$ cat src/rtl/nano_dsi_pkg.sv
// Shared D-PHY clock-lane definitions: LP line levels and the receiver FSM
// state numbering (kept aligned with the transmitter where names match).
package nano_dsi_pkg;

    // LP levels as {p, n}
    localparam logic [1:0] LP11 = 2'b11;
    localparam logic [1:0] LP01 = 2'b01;
    localparam logic [1:0] LP00 = 2'b00;
    localparam logic [1:0] LP10 = 2'b10;

    // Width and ceiling of the state-duration counter
    localparam int         CNT_W   = 8;
    localparam logic [7:0] CNT_MAX = 8'hFF;

    typedef enum logic [2:0] {
        ST_LP11     = 3'd0,
        ST_LP01     = 3'd1,
        ST_LP00     = 3'd2,
        ST_HS_CLK   = 3'd3,
        ST_HS_TRAIL = 3'd4
    } rx_state_t;

endpackage

$ cat src/rtl/nano_dsi_lp_sync.sv
// Synchroniser for the LP pair, plus an optional deglitch filter on the copy
// that feeds the FSM. Build macro: NANO_DSI_CLK_RX_DEGLITCH_EN (when defined,
// the FSM copy only follows a level held for 3 consecutive cycles).
module nano_dsi_lp_sync #(
    parameter int SYNC_STAGES = 2
) (
    input  logic       clk,
    input  logic       rst,
    input  logic [1:0] lp_in,
    output logic [1:0] lp_sync,
    output logic [1:0] lp_filt
);
    import nano_dsi_pkg::*;

    logic [1:0] sync_p [SYNC_STAGES];

    // Shift the asynchronous pins through the synchroniser; idle level is LP11
    always_ff @(posedge clk) begin
        if (rst) begin
            for (int i = 0; i < SYNC_STAGES; i++) sync_p[i] <= LP11;
        end else begin
            sync_p[0] <= lp_in;
            for (int i = 1; i < SYNC_STAGES; i++) sync_p[i] <= sync_p[i-1];
        end
    end

    assign lp_sync = sync_p[SYNC_STAGES-1];

`ifdef NANO_DSI_CLK_RX_DEGLITCH_EN
    logic [1:0] lp_p1;
    logic [1:0] lp_p2;
    logic [1:0] filt_q;
    logic       stable;

    // Level is accepted once the current and two previous samples agree
    assign stable  = (lp_sync == lp_p1) && (lp_p1 == lp_p2);
    assign lp_filt = stable ? lp_sync : filt_q;

    // History of synchronised samples and the last accepted level
    always_ff @(posedge clk) begin
        if (rst) begin
            lp_p1  <= LP11;
            lp_p2  <= LP11;
            filt_q <= LP11;
        end else begin
            lp_p1 <= lp_sync;
            lp_p2 <= lp_p1;
            if (stable) filt_q <= lp_sync;
        end
    end
`else
    assign lp_filt = lp_sync;
`endif

endmodule

$ cat src/rtl/nano_dsi_clk_rx.sv
// D-PHY clock-lane receive monitor: follows LP11->LP01->LP00->HS->trail->LP11,
// checks minimum LP durations and flags sequence/timing errors.
// Build macro: NANO_DSI_CLK_RX_DEGLITCH_EN enables the LP deglitch filter.
module nano_dsi_clk_rx #(
    parameter int SYNC_STAGES = 2
) (
    input  logic       clk,
    input  logic       rst,
    input  logic       lp_p,
    input  logic       lp_n,
    input  logic       hs_in,
    input  logic [7:0] cfg_lpx,
    input  logic [7:0] cfg_hs_prep,
    input  logic [7:0] cfg_hs_trail,
    output logic       hs_active,
    output logic       hs_edge,
    output logic [1:0] lp_state,
    output logic       err_seq,
    output logic       err_timing
);
    import nano_dsi_pkg::*;

    function automatic logic [CNT_W-1:0] sat_inc(input logic [CNT_W-1:0] v);
        return (v == CNT_MAX) ? v : v + 1'b1;
    endfunction

    logic [1:0]       lp_fsm;
    logic [1:0]       lp_last;
    logic             hs_prev;
    logic             hs_tgl;
    rx_state_t        state_q;
    rx_state_t        state_d;
    logic [CNT_W-1:0] cnt_q;
    logic [CNT_W-1:0] cnt_d;
    logic             err_seq_d;
    logic             err_tim_d;

    nano_dsi_lp_sync #(
        .SYNC_STAGES (SYNC_STAGES)
    ) u_lp_sync (
        .clk     (clk),
        .rst     (rst),
        .lp_in   ({lp_p, lp_n}),
        .lp_sync (lp_state),
        .lp_filt (lp_fsm)
    );

    // HS toggle detect: hs_in is already in the clk domain
    always_ff @(posedge clk) begin
        hs_prev <= hs_in;
    end

    assign hs_tgl = hs_in ^ hs_prev;

    // Next-state and error decode; LP11 checks take precedence over HS edges
    always_comb begin
        state_d   = state_q;
        err_seq_d = 1'b0;
        err_tim_d = 1'b0;
        unique case (state_q)
            ST_LP11: begin
                if (lp_fsm == LP01) begin
                    state_d = ST_LP01;
                end else if (lp_fsm != LP11 && lp_fsm != lp_last) begin
                    // flag entry into an illegal level once, not every cycle it is held
                    err_seq_d = 1'b1;
                end
            end
            ST_LP01: begin
                if (lp_fsm == LP00) begin
                    state_d   = ST_LP00;
                    err_tim_d = (cnt_q < cfg_lpx);
                end else if (lp_fsm == LP11) begin
                    state_d = ST_LP11;
                end else if (lp_fsm == LP10) begin
                    state_d   = ST_LP11;
                    err_seq_d = 1'b1;
                end
            end
            ST_LP00: begin
                if (lp_fsm == LP11) begin
                    state_d   = ST_LP11;
                    err_seq_d = 1'b1;
                end else if (hs_tgl) begin
                    state_d   = ST_HS_CLK;
                    err_tim_d = (cnt_q < cfg_hs_prep);
                end
            end
            ST_HS_CLK: begin
                if (lp_fsm == LP11) begin
                    state_d   = ST_LP11;
                    err_seq_d = 1'b1;
                end else if (!hs_tgl && cnt_q >= cfg_hs_trail) begin
                    state_d = ST_HS_TRAIL;
                end
            end
            ST_HS_TRAIL: begin
                if (lp_fsm == LP11) begin
                    state_d = ST_LP11;
                end else if (hs_tgl) begin
                    state_d = ST_HS_CLK;
                end
            end
            default: state_d = ST_LP11;
        endcase
    end

    // Duration counter: restarts on every state change and, in HS, on every edge
    always_comb begin
        cnt_d = sat_inc(cnt_q);
        if (state_d != state_q) begin
            cnt_d = '0;
        end else if (state_q == ST_HS_CLK && hs_tgl) begin
            cnt_d = '0;
        end
    end

    // State, counter and previous LP level registers
    always_ff @(posedge clk) begin
        if (rst) begin
            state_q <= ST_LP11;
            cnt_q   <= '0;
            lp_last <= LP11;
        end else begin
            state_q <= state_d;
            cnt_q   <= cnt_d;
            lp_last <= lp_fsm;
        end
    end

    // Registered status; the HS edge that opens a burst is reported as well
    always_ff @(posedge clk) begin
        if (rst) begin
            hs_active  <= 1'b0;
            hs_edge    <= 1'b0;
            err_seq    <= 1'b0;
            err_timing <= 1'b0;
        end else begin
            hs_active  <= (state_d == ST_HS_CLK);
            hs_edge    <= hs_tgl && (state_d == ST_HS_CLK);
            err_seq    <= err_seq_d;
            err_timing <= err_tim_d && !err_seq_d;
        end
    end

endmodule

$ cat config.mk
export PLATFORM = sky130hd
export DESIGN_NAME = nano_dsi_clk_rx
export DESIGN_NICKNAME = d
export VERILOG_FILES = /design/src/rtl/nano_dsi_pkg.sv /design/src/rtl/nano_dsi_lp_sync.sv /design/src/rtl/nano_dsi_clk_rx.sv
export SDC_FILE = /design/constraint.sdc
export NUM_CORES = 1
export LEC_CHECK = 0
export BUFFER_PORTS_ARGS = -buffer_cell sky130_fd_sc_hd__buf_4
export CAP_MARGIN = 20
export CORE_MARGIN = 5
export CORE_UTILIZATION = 40
export CTS_BUF_LIST = sky130_fd_sc_hd__clkbuf_8
export DETAILED_ROUTE_END_ITERATION = 12
export GPL_TIMING_DRIVEN = 1
export MAX_ROUTING_LAYER = met4
export SYNTH_ARGS = -nofsm -noshare
export SYNTH_HDL_FRONTEND = slang
export SYNTH_SLANG_ARGS = --single-unit
$ cat constraint.sdc
create_clock -name clk -period 5.95 [get_ports clk]
set_clock_uncertainty 0.05 [all_clocks]
set_input_delay 0.2975 -clock clk [delete_from_list [all_inputs] [get_ports clk]]
set_output_delay 0.2975 -clock clk [all_outputs]
set_load 0.02 [all_outputs]
# After elaboration in Yosys (flattened, before gate mapping)
# Memories as Yosys holds them, arrays and structs flattened.
# Cells that the tools add are included.
# classes
addsub	1
multipliers	0
div	0
n_lt_le_gt_ge	3
eq_ne	12
shift	0
mux	25
bitwise_logic	3
n_reduce_logical	12
# ops
operator	count
3-bit 2-to-1 mux	8
8-bit less-than comparator	2
1-bit 2-to-1 mux	12
3-bit case mux with 4 select lines	1
3-bit by 2-bit == test with 1-bit output (second input constant)	3
8-bit by 1-bit adder with 8-bit output (second input constant)	1
8-bit == test (second input constant)	1
8-bit greater-or-equal comparator	1
1-bit logical AND	5
2-bit == test (second input constant)	2
2-bit 2-to-1 mux	2
2-bit OR reduction	2
3-bit by 1-bit == test with 1-bit output (second input constant)	1
3-bit == test (second input constant)	1
3-bit logical NOT	1
3-bit != test	1
1-bit case mux with 3 select lines	1
3-bit OR reduction	1
2-bit by 1-bit == test with 1-bit output (second input constant)	1
1-bit logical NOT	2
2-bit logical NOT	1
2-bit != test	1
2-bit != test (second input constant)	1
1-bit OR	2
other kinds (2)	2
# word_totals
register_bits	18
latchBits	0
mem_bits_rw	4
romBits	0
inputBits	29
output_inout_bits	6
wordCells	65
n_memories	1
# mem_list
name	words	word_bits	read_ports	rd_clocked_by_memory_dff	write_ports	line_no	rtl
u_lp_sync.sync_p	2	2	2	0	2	nano_dsi_lp_sync.sv:15	logic [1:0] sync_p [SYNC_STAGES];

# Longest topological paths before layout
# Gate-level depths: netlist of the first run.
# depth
depth_word	8
depth_mapped	8
depth_no_buf	8

# Modules after synthesis
# Synthesis of the first run repeated with hierarchy kept, for this count alone.
# hier_totals
cells_unflattened	196
hier_area_um2	1622.8
# by_module_without_submodules
module	instances	cells_each	area_per_inst_um2	seq_area_each_um2
nano_dsi_clk_rx	1	184	1487.7	360.3
nano_dsi_lp_sync	1	12	135.1	80.1

# Least setup slack after synthesis of the first run
# Ideal clock, no wire load.
# synth_path
kind	register -> register
from	reg cnt_q[0]
to	reg cnt_q[6]
setup_time_ns	0.079
t_arrival_ns	1.997
required_ns	5.821
path_slack_ns	3.824
path_stages_with_launch	9
path_buffers	0
synth_period_minus_slack_ns	2.126
cell_sequence	dfxtp_1 -> inv_1 -> ha_1 -> nand2b_4 -> a2111oi_4 -> o32ai_2 -> a311oi_2 -> o211ai_4 -> a211oi_2
# synth_between
elab_chain_len	7
elab_cells_between_ends	9
cone_classes	add/sub (1); order compare (1); eq/ne (2); mux (3); reduce/logical (2)
# synth_rtl
element	line_no	rtl
start: declaration	nano_dsi_clk_rx.sv:33	logic [CNT_W-1:0] cnt_q;
start signal: assignment	nano_dsi_clk_rx.sv:126	cnt_q <= cnt_d;
8-bit greater-or-equal comparator	nano_dsi_clk_rx.sv:93	end else if (!hs_tgl && cnt_q >= cfg_hs_trail) begin
1-bit logical AND	nano_dsi_clk_rx.sv:93	
3-bit 2-to-1 mux	nano_dsi_clk_rx.sv:93	
3-bit 2-to-1 mux	nano_dsi_clk_rx.sv:90	if (lp_fsm == LP11) begin
3-bit case mux with 4 select lines	nano_dsi_clk_rx.sv:60	unique case (state_q)
3-bit != test	nano_dsi_clk_rx.sv:111	if (state_d != state_q) begin
3-bit OR reduction (no source line)	n/a	
# Parallel ways exist; a longest one is shown, timed or not.
# A chain may end at the register's enable or synchronous reset.

# Final worst setup path of the first run
# layout_path
from	reg cnt_q[0]
to	reg cnt_q[7]
# The elaborated chain is that of the path after synthesis.

==> flow_metrics.py, run 1 <==
metrics = {
    "floorplanning": {
        "num_io_pins": 35,
        "die_w_um": 73.9,
        "die_area_mm2": 0.00546,
        "start_util_pct": 41.1,
        "rows": 23,
        "dieHeight_um": 73.9,
        "core_area_mm2": 0.00397,
    },
    "min_path": {
        "hp-class": "input pin to flip-flop",
    },
    "run": {
        "maxCapViolCount": 0,
    },
    "layout": {
        "post-route-util_pct": 50.1,
        "stdcell_count": 272,
        "n_fill_cell": 420,
        "nets": 275,
        "drive_above_1_share_pct": 24.8,
        "final_common_cell": "buf_4",
        "num_antenna_cells": 0,
        "final_area_mm2": 0.00199,
        "layout_common_cells": "buf_4, inv_1, ha_1, dfxtp_1, nor2_1",
        "area_growth_pct": 21.7,
    },
    "critical_path": {
        "r2r_start": "cnt_q[0]",
        "crit_fanout": 8,
        "crit_type": "flip-flop to flip-flop",
        "startpoint": "cnt_q[0]",
        "crit_arrival_ns": 2.45,
        "timing.rr.end": "cnt_q[7]",
        "required_ns": 6.09,
        "crit_path_end": "cnt_q[7]",
        "crit_path_end_kind": "flip-flop",
        "reg2reg_slack_ns": 3.64,
        "cp-start-kind": "flip-flop",
        "rr_worst_depth": 8,
    },
    "sta": {
        "post-route-period-util_pct": 38.8,
        "fin_crit_ns": 2.31,
        "finalSetupViolCount": 0,
        "worst_pin_slew_ns": 0.434,
        "finalHoldViolCount": 0,
        "fmax_mhz": 433,
        "slew_viol_final": 0,
        "rsz0062_at_grt": "no",
        "maxSlewHeadroom_pct": 71.0,
        "whs_ns": 0.129,
        "finalSetupTns_ns": 0,
    },
    "place": {
        "place_inst": 268,
        "dpl.hpwl_mm": 2.57,
        "place_area_mm2": 0.00192,
        "portBuffers": 34,
        "gp_congestion": 0.765,
    },
    "power": {
        "power_switching_share_pct": 23.0,
        "peakVddDrop_uv": 78.1,
        "p_leak_uw": 0.000944,
        "power_frac_seq_pct": 44.0,
        "pwr-share-clk_pct": 39.0,
        "power_density_mw_per_mm2": 179,
        "p_comb_share_pct": 17.0,
        "p_sw_uw": 82.0,
        "internal_power_uw": 275,
    },
    "synthesis": {
        "syn-cell-area_mm2": 0.00163,
        "synth_warnings": 0,
        "syn_area_per_cell_um2": 8.56,
        "synthesis.instances": 191,
        "async_flop_share_pct": 0,
        "ys_types": 45,
        "synthesis.nets": 243,
        "ys_seq_area_share_pct": 27.0,
        "yosys_register_bits": 22,
        "synth_edf_count": 0,
        "ys.flop_type": "dfxtp_1",
    },
    "grt": {
        "overflow": 0,
        "grt_pass1_vias": 1270,
        "grt_pass1_wl_mm": 5.60,
        "grt_max_degree": 16,
        "antenna_found_initial": 0,
        "groute.usage.overall_pct": 13.2,
    },
    "routing": {
        "antenna_left": 0,
        "avgViaCountPerCell": 5.06,
        "avgRoutedWirePerCell_um": 11.8,
        "vias": 1376,
        "first_iter_violations": 63,
        "dr.pass1.iters": 4,
        "drc": 0,
        "wirelength_mm": 3.20,
    },
    "cts": {
        "postCtsSetupBuffers": 0,
        "cts_made_buffers": 3,
        "cts_sinks": 22,
        "cts_resized": 0,
        "insertion_delay_ns": 0.26,
        "cts_tree": "built",
        "cts-hold-fix-buffers": 0,
        "htree_levels": 1,
        "clk_path_buf_depth": 2,
        "cts_root_buffer": "clkbuf_8",
        "clk_pin_slew_worst_paths_ns": 0.08,
    },
    "status": {
        "outcome": "finished, final reports clean",
    },
}
-- layer usage --
layer	track usage [%]	routed length, um
met5	-	0
met2	19.0	1400
met4	3.62	16
met1	19.0	1620
met3	2.19	161
-- power groups by stage --
stage	clock (uW)	sequential, uW	combinational (uW)
after floorplan	0	159	40.8
after global placement	0	160	61.4
after detailed placement	0	161	61.4
after CTS	144	157	61.8
after global routing	150	158	69.6
final	139	157	60.8
-- synth_stat cells, drive strengths merged, types with 2 or more instances --
cell	number	area, um^2
a21boi	4	30.0
or2	8	50.1
nand2	7	26.3
o21ai	8	40.0
o22ai	2	12.5
buf	2	15.0
a21oi	14	70.1
clkbuf	5	18.8
nand2b	6	45.0
inv	23	86.3
a211o	2	17.5
a31oi	2	12.5
nand3	4	20.0
xnor2	2	25.0
and3	2	12.5
nor3	2	10.0
ha	23	288
a211oi	4	40.0
dfxtp	22	440
o31ai	2	15.0
nand4	4	25.0
xor2	4	42.6
nor2	17	63.8
nor2b	2	12.5
o21a	4	30.0
nor4	2	12.5
-- registers in the layout, indices dropped and copies added (netlist names) --
register	flops
hs_prev	1
cnt_q	8
u_lp_sync.sync_p	4
state_q	3
hs_active	1
lp_last	2
hs_edge	1
err_timing	1
err_seq	1
-- cell type report --
class	count	area [um^2]	share of cell area (%)
Clock buffer	3	41.3	2.08
Inverter	23	86.3	4.34
Timing Repair Buffer	34	255	12.8
Sequential cell	22	440	22.1
Clock inverter	1	30.0	1.51
Multi-Input combinational cell	139	1070	54.0
Tap cell	50	62.6	3.14
-- critical path, stage by stage, from the launching register on --
cell	delay (ns)
dfxtp_1	0.39
inv_1	0.09
ha_1	0.27
nand2b_4	0.15
a2111oi_4	0.40
o32ai_2	0.18
a311oi_2	0.35
o211ai_4	0.18
a211oi_2	0.16
-- through the flow --
stage / total power (uW) / worst slack (ns)
global placement: 222 / 3.70
detailed placement: 222 / 3.63
global route: 378 / 3.42
CTS: 363 / 3.61
finish: 357 / 3.64
floorplan: 199 / 3.82
-- worst min-delay path by stage --
stage | start | end | slack [ns] | depth (start not counted)
2_1_floorplan | hs_in | hs_prev | 0.28 | 0
3_3_place_gp | u_lp_sync.sync_p[0][0] | u_lp_sync.sync_p[0][2] | 0.34 | 1
3_5_place_dp | u_lp_sync.sync_p[0][1] | u_lp_sync.sync_p[0][3] | 0.34 | 1
4_1_cts | hs_in | hs_prev | 0.12 | 1
5_1_grt | hs_in | hs_prev | 0.12 | 1
6_report | hs_in | hs_prev | 0.13 | 1
-- kinds of logic after synthesis --
logic type               share of synthesized area, %
AO/OA/AOI/OAI                                    24.0
XOR/XNOR                                         4.14
adder cells (fa/ha/maj)                          17.6
buffers and inverters                            7.35
flip-flops                                       27.0
multiplexers                                    0.613
AND/OR/NAND/NOR                                  19.4
No activity file was read; power rests on OpenSTA's default activity.
==> inputs of run 2 (changes only) <==
clock period = 2.1 ns   (was 5.95 ns; I/O delays follow)
==> flow_metrics.py, run 2 (synthesis results as in run 1) <==
metrics = {
    "place": {
        "place_inst": 281,
        "dpl.hpwl_mm": 2.77,
        "portBuffers": 34,
        "gp_congestion": 0.771,
    },
    "sta": {
        "finalHoldViolCount": 0,
        "fin_crit_ns": 2.12,
        "slew_viol_final": 0,
        "fin_ws_ns": -0.0170,
        "maxSlewHeadroom_pct": 75.9,
        "whs_ns": 0.0564,
        "worst_pin_slew_ns": 0.362,
        "fmax_mhz": 472,
        "post-route-period-util_pct": 101,
        "rsz0062_at_grt": "yes",
        "finalSetupViolCount": 2,
    },
    "critical_path": {
        "timing.rr.end": "cnt_q[7]",
        "crit_path_end_kind": "flip-flop",
        "crit_arrival_ns": 2.25,
        "r2r_start": "cnt_q[0]",
        "required_ns": 2.24,
        "cp-start-kind": "flip-flop",
        "crit_type": "flip-flop to flip-flop",
        "rr_worst_depth": 8,
        "crit_fanout": 8,
        "reg2reg_slack_ns": -0.02,
    },
    "routing": {
        "drc": 0,
        "avgRoutedWirePerCell_um": 11.9,
        "vias": 1442,
        "antenna_left": 0,
        "wirelength_mm": 3.46,
        "first_iter_violations": 44,
        "dr.pass1.iters": 4,
        "avgViaCountPerCell": 4.97,
    },
    "layout": {
        "largest_reg_flops": 8,
        "stdcell_count": 290,
        "n_fill_cell": 400,
        "regMostFlops": "cnt_q",
        "nets": 293,
        "post-route-util_pct": 54.6,
        "layout_common_cells": "buf_4, inv_1, ha_1, dfxtp_1, nor2_1",
        "multi_input_area_mm2": 0.00111,
        "drive_above_1_share_pct": 30.4,
        "regArea_um2": 442,
        "area_growth_pct": 32.6,
        "num_antenna_cells": 0,
        "top_regs": "cnt_q (8), u_lp_sync.sync_p (4), state_q (3)",
        "final_common_cell": "buf_4",
    },
    "cts": {
        "cts_tree": "built",
        "clk_pin_slew_worst_paths_ns": 0.08,
        "clk_path_buf_depth": 2,
        "cts_made_buffers": 3,
        "cts_root_buffer": "clkbuf_8",
        "htree_levels": 1,
        "insertion_delay_ns": 0.27,
        "cts_sinks": 22,
    },
    "floorplanning": {
        "num_io_pins": 35,
        "die_area_mm2": 0.00546,
        "start_util_pct": 41.1,
        "rows": 23,
        "dieHeight_um": 73.9,
        "die_w_um": 73.9,
        "core_area_mm2": 0.00397,
    },
    "power": {
        "p_sw_uw": 248,
        "p_leak_uw": 0.00104,
        "power_frac_seq_pct": 41.9,
        "power_density_mw_per_mm2": 485,
        "p_comb_share_pct": 20.2,
        "peakVddDrop_uv": 276,
        "pwr-share-clk_pct": 38.0,
        "power_switching_share_pct": 23.6,
        "internal_power_uw": 803,
    },
    "min_path": {
        "hold_path_end": "state_q[1]",
        "hp-class": "input pin to flip-flop",
        "worstHoldPathCells": 2,
        "worstHoldStart": "rst",
    },
    "status": {
        "violations": "negative setup slack",
        "outcome": "finished with violations",
    },
    "grt": {
        "grt_pass1_vias": 1375,
        "groute.usage.overall_pct": 14.6,
        "antenna_found_initial": 0,
        "grt_max_degree": 16,
        "overflow": 0,
        "grt_pass1_wl_mm": 6.18,
    },
    "run": {
        "maxCapViolCount": 0,
    },
}
[run 2: worst max-delay path by stage]
stage | start | end | cells past startpoint
2_1_floorplan | cnt_q[0] | cnt_q[6] | 8
3_3_place_gp | cnt_q[0] | cnt_q[6] | 8
3_5_place_dp | cnt_q[0] | cnt_q[6] | 8
4_1_cts | cnt_q[0] | cnt_q[7] | 8
5_1_grt | cnt_q[0] | cnt_q[7] | 8
6_report | cnt_q[0] | cnt_q[7] | 8
[run 2: per-layer routing]
layer	share of wire, %	up-vias	global-route usage [%]
met3	4.2	5	1.78
met5	0	-	-
met4	1.5	0	4.23
met1	52	638	21.2
met2	42	28	20.9
li1	-	771	-
[run 2: through the flow]
stage               power, uW  setup WS [ns]  setup TNS, ns  instance area, um^2
global placement          639        -0.0335        -0.0667                 2020
global route             1110         -0.138         -0.784                 2170
CTS                      1060        -0.0770        -0.0907                 2150
floorplan                 565         0.0107              0                 1630
detailed placement        641        -0.0865         -0.363                 2020
finish                   1050        -0.0170        -0.0181                 2170
[run 2: timing repair]
item                                    in CTS  in global routing
endpoints found under the setup margin       8                  8
pin swaps                                    6                  2
hold buffers                                 3                  0
hold endpoints to repair                     3                  0
setup buffers                                1                  1
gates resized for setup                      4                  1
[run 2: area by class of cell]
cell class                      instances  area share, %
Inverter                               23           3.98
Sequential cell                        22           20.4
Clock buffer                            3           1.91
Clock inverter                          1           1.39
Tap cell                               50           2.89
Timing Repair Buffer                   52           18.4
Multi-Input combinational cell        139           51.1
[run 2: power by group through the flow]
stage	clock network (uW)	registers [uW]	logic [uW]
finish	399	440	212
global route	427	442	240
CTS	406	440	211
detailed placement	0	449	192
global placement	0	449	191
floorplan	0	449	116
[run 2: critical path: stages (launching register included)]
cell and delay [ns]:
dfxtp_2 0.33, inv_2 0.07, ha_4 0.19, nand2b_4 0.14
a2111oi_4 0.38, o32ai_4 0.17, o311ai_4 0.31, o211ai_4 0.17
a211oi_2 0.22
==> inputs of run 3 (changes only) <==
REMOVE_ABC_BUFFERS = 1   (was unset)
==> flow_metrics.py, run 3 (synthesis results as in run 1) <==
metrics = {
    "status": {
        "outcome": "finished with violations",
        "violations": "negative setup slack",
    },
    "routing": {
        "dr.pass1.iters": 4,
        "wl_met1_mm": 1.67,
        "routed-wl-met3_um": 228,
        "vias": 1468,
        "avgViaCountPerCell": 5.04,
        "first_iter_violations": 73,
        "wirelength_mm": 3.60,
        "met2WireLength_mm": 1.67,
        "top_layer_used": "met4",
        "avgRoutedWirePerCell_um": 12.4,
        "antenna_left": 0,
        "drc": 0,
    },
    "critical_path": {
        "crit_path_end_kind": "flip-flop",
        "required_ns": 2.25,
        "crit_arrival_ns": 2.28,
        "crit_path_end": "cnt_q[7]",
        "startpoint": "cnt_q[0]",
        "reg2reg_slack_ns": -0.03,
        "crit_type": "flip-flop to flip-flop",
        "rr_worst_depth": 8,
        "crit_fanout": 8,
        "r2r_start": "cnt_q[0]",
        "cp-start-kind": "flip-flop",
        "timing.rr.end": "cnt_q[7]",
    },
    "place": {
        "gp_congestion": 0.785,
        "portBuffers": 34,
        "dpl.hpwl_mm": 2.88,
    },
    "sta": {
        "finalSetupViolCount": 3,
        "finalSetupTns_ns": -0.0588,
        "worst_pin_slew_ns": 0.436,
        "rsz0062_at_grt": "yes",
        "post-route-period-util_pct": 102,
        "slew_viol_final": 0,
        "maxSlewHeadroom_pct": 70.9,
        "fmax_mhz": 469,
        "fin_ws_ns": -0.0334,
        "fin_crit_ns": 2.13,
        "finalHoldViolCount": 0,
    },
    "grt": {
        "grt_max_degree": 16,
        "grt_pass1_vias": 1405,
        "overflow": 0,
        "groute.usage.overall_pct": 14.7,
        "antenna_found_initial": 0,
        "grt_pass1_wl_mm": 6.12,
    },
    "layout": {
        "n_fill_cell": 383,
        "layout_common_cells": "buf_4, inv_1, ha_1, dfxtp_1, nor2_1",
        "largest_reg_flops": 8,
        "top_regs": "cnt_q (8), u_lp_sync.sync_p (4), state_q (3)",
        "area_growth_pct": 32.6,
        "regMostFlops": "cnt_q",
        "final_common_cell": "buf_4",
        "drive_above_1_share_pct": 31.1,
        "nets": 294,
        "num_antenna_cells": 0,
    },
    "power": {
        "p_leak_uw": 0.00104,
        "power_density_mw_per_mm2": 488,
        "total_power_uw": 1060,
        "peakVddDrop_uv": 364,
    },
    "cts": {
        "htree_levels": 1,
        "cts_made_buffers": 3,
        "cts_root_buffer": "clkbuf_8",
        "cts_tree": "built",
        "insertion_delay_ns": 0.27,
        "clk_pin_slew_worst_paths_ns": 0.09,
        "clk_path_buf_depth": 2,
        "cts_sinks": 22,
    },
    "floorplanning": {
        "core_area_mm2": 0.00397,
        "die_area_mm2": 0.00546,
        "start_util_pct": 41.1,
        "die_w_um": 73.9,
        "rows": 23,
        "dieHeight_um": 73.9,
        "num_io_pins": 35,
    },
    "min_path": {
        "hp-class": "input pin to flip-flop",
    },
    "run": {
        "maxCapViolCount": 0,
    },
}
[run 3: cell types whose count changed in the layout (fill, tap and decap cells not counted)]
cell,previous run,this run
buf_4,49,50
o311ai_2,0,1
nor2_2,0,1
nor2_1,17,16
o311ai_4,1,0
[run 3: per-layer routing]
metal / GRT usage, % / vias to the layer above
li1: - / 773
met1: 19.3 / 649
met2: 22.3 / 41
met3: 3.97 / 5
met4: 3.82 / 0
met5: - / -
[run 3: power by group]
part	leakage, uW	total [uW]	switching, uW	internal (uW)
Clock	0.0000357	400	145	255
Sequential	0.000180	442	12.4	429
Combinational	0.000824	216	94.9	121
Total	0.00104	1060	252	805
[run 3: worst min path at each step]
stage / slack [ns] / depth (start not counted) / startpoint / to
final: 0.05 / 2 / rst / state_q[1]
after global routing: 0.05 / 2 / rst / state_q[1]
after CTS: 0.05 / 2 / rst / state_q[1]
after detailed placement: 0.21 / 1 / hs_in / hs_prev
after global placement: 0.21 / 1 / hs_in / hs_prev
after floorplan: 0.08 / 0 / hs_in / hs_prev
[run 3: repair_timing]
item | in CTS | in global routing
pin swaps | 6 | 6
hold buffers | 3 | 0
buffers inserted | 2 | 1
gates resized for setup | 4 | 1
setup endpoints to repair | 8 | 8
hold endpoints to repair | 3 | 0
[run 3: stage by stage]
step | instance area, um^2 | cells | hold slack [ns] | util (%) | setup slack, ns
after CTS | 2160 | 290 | 0.0468 | 54.3 | -0.0532
after global placement | 2020 | 281 | 0.211 | 50.8 | -0.0411
after global routing | 2170 | 291 | 0.0509 | 54.6 | -0.133
after detailed placement | 2020 | 281 | 0.214 | 50.8 | -0.140
final | 2170 | 291 | 0.0518 | 54.6 | -0.0334
after floorplan | 1600 | 184 | 0.0827 | - | -0.0264
[run 3: final cells by class]
class	instances	area [um^2]	area share [%]
clock inverters	1	30.0	1.39
multi-input cells	139	1100	50.8
inverters	23	86.3	3.98
repair buffers	53	405	18.7
well taps	50	62.6	2.89
flip-flops and latches	22	442	20.4
clock buffers	3	41.3	1.91
[run 3: worst max-delay path, cell delays in order, from the launching register on]
cell and delay, ns:
dfxtp_2 0.34, inv_2 0.05, ha_4 0.20, nand2b_4 0.14
a2111oi_4 0.44, o32ai_4 0.17, o311ai_2 0.31, o211ai_4 0.20
a211oi_2 0.17
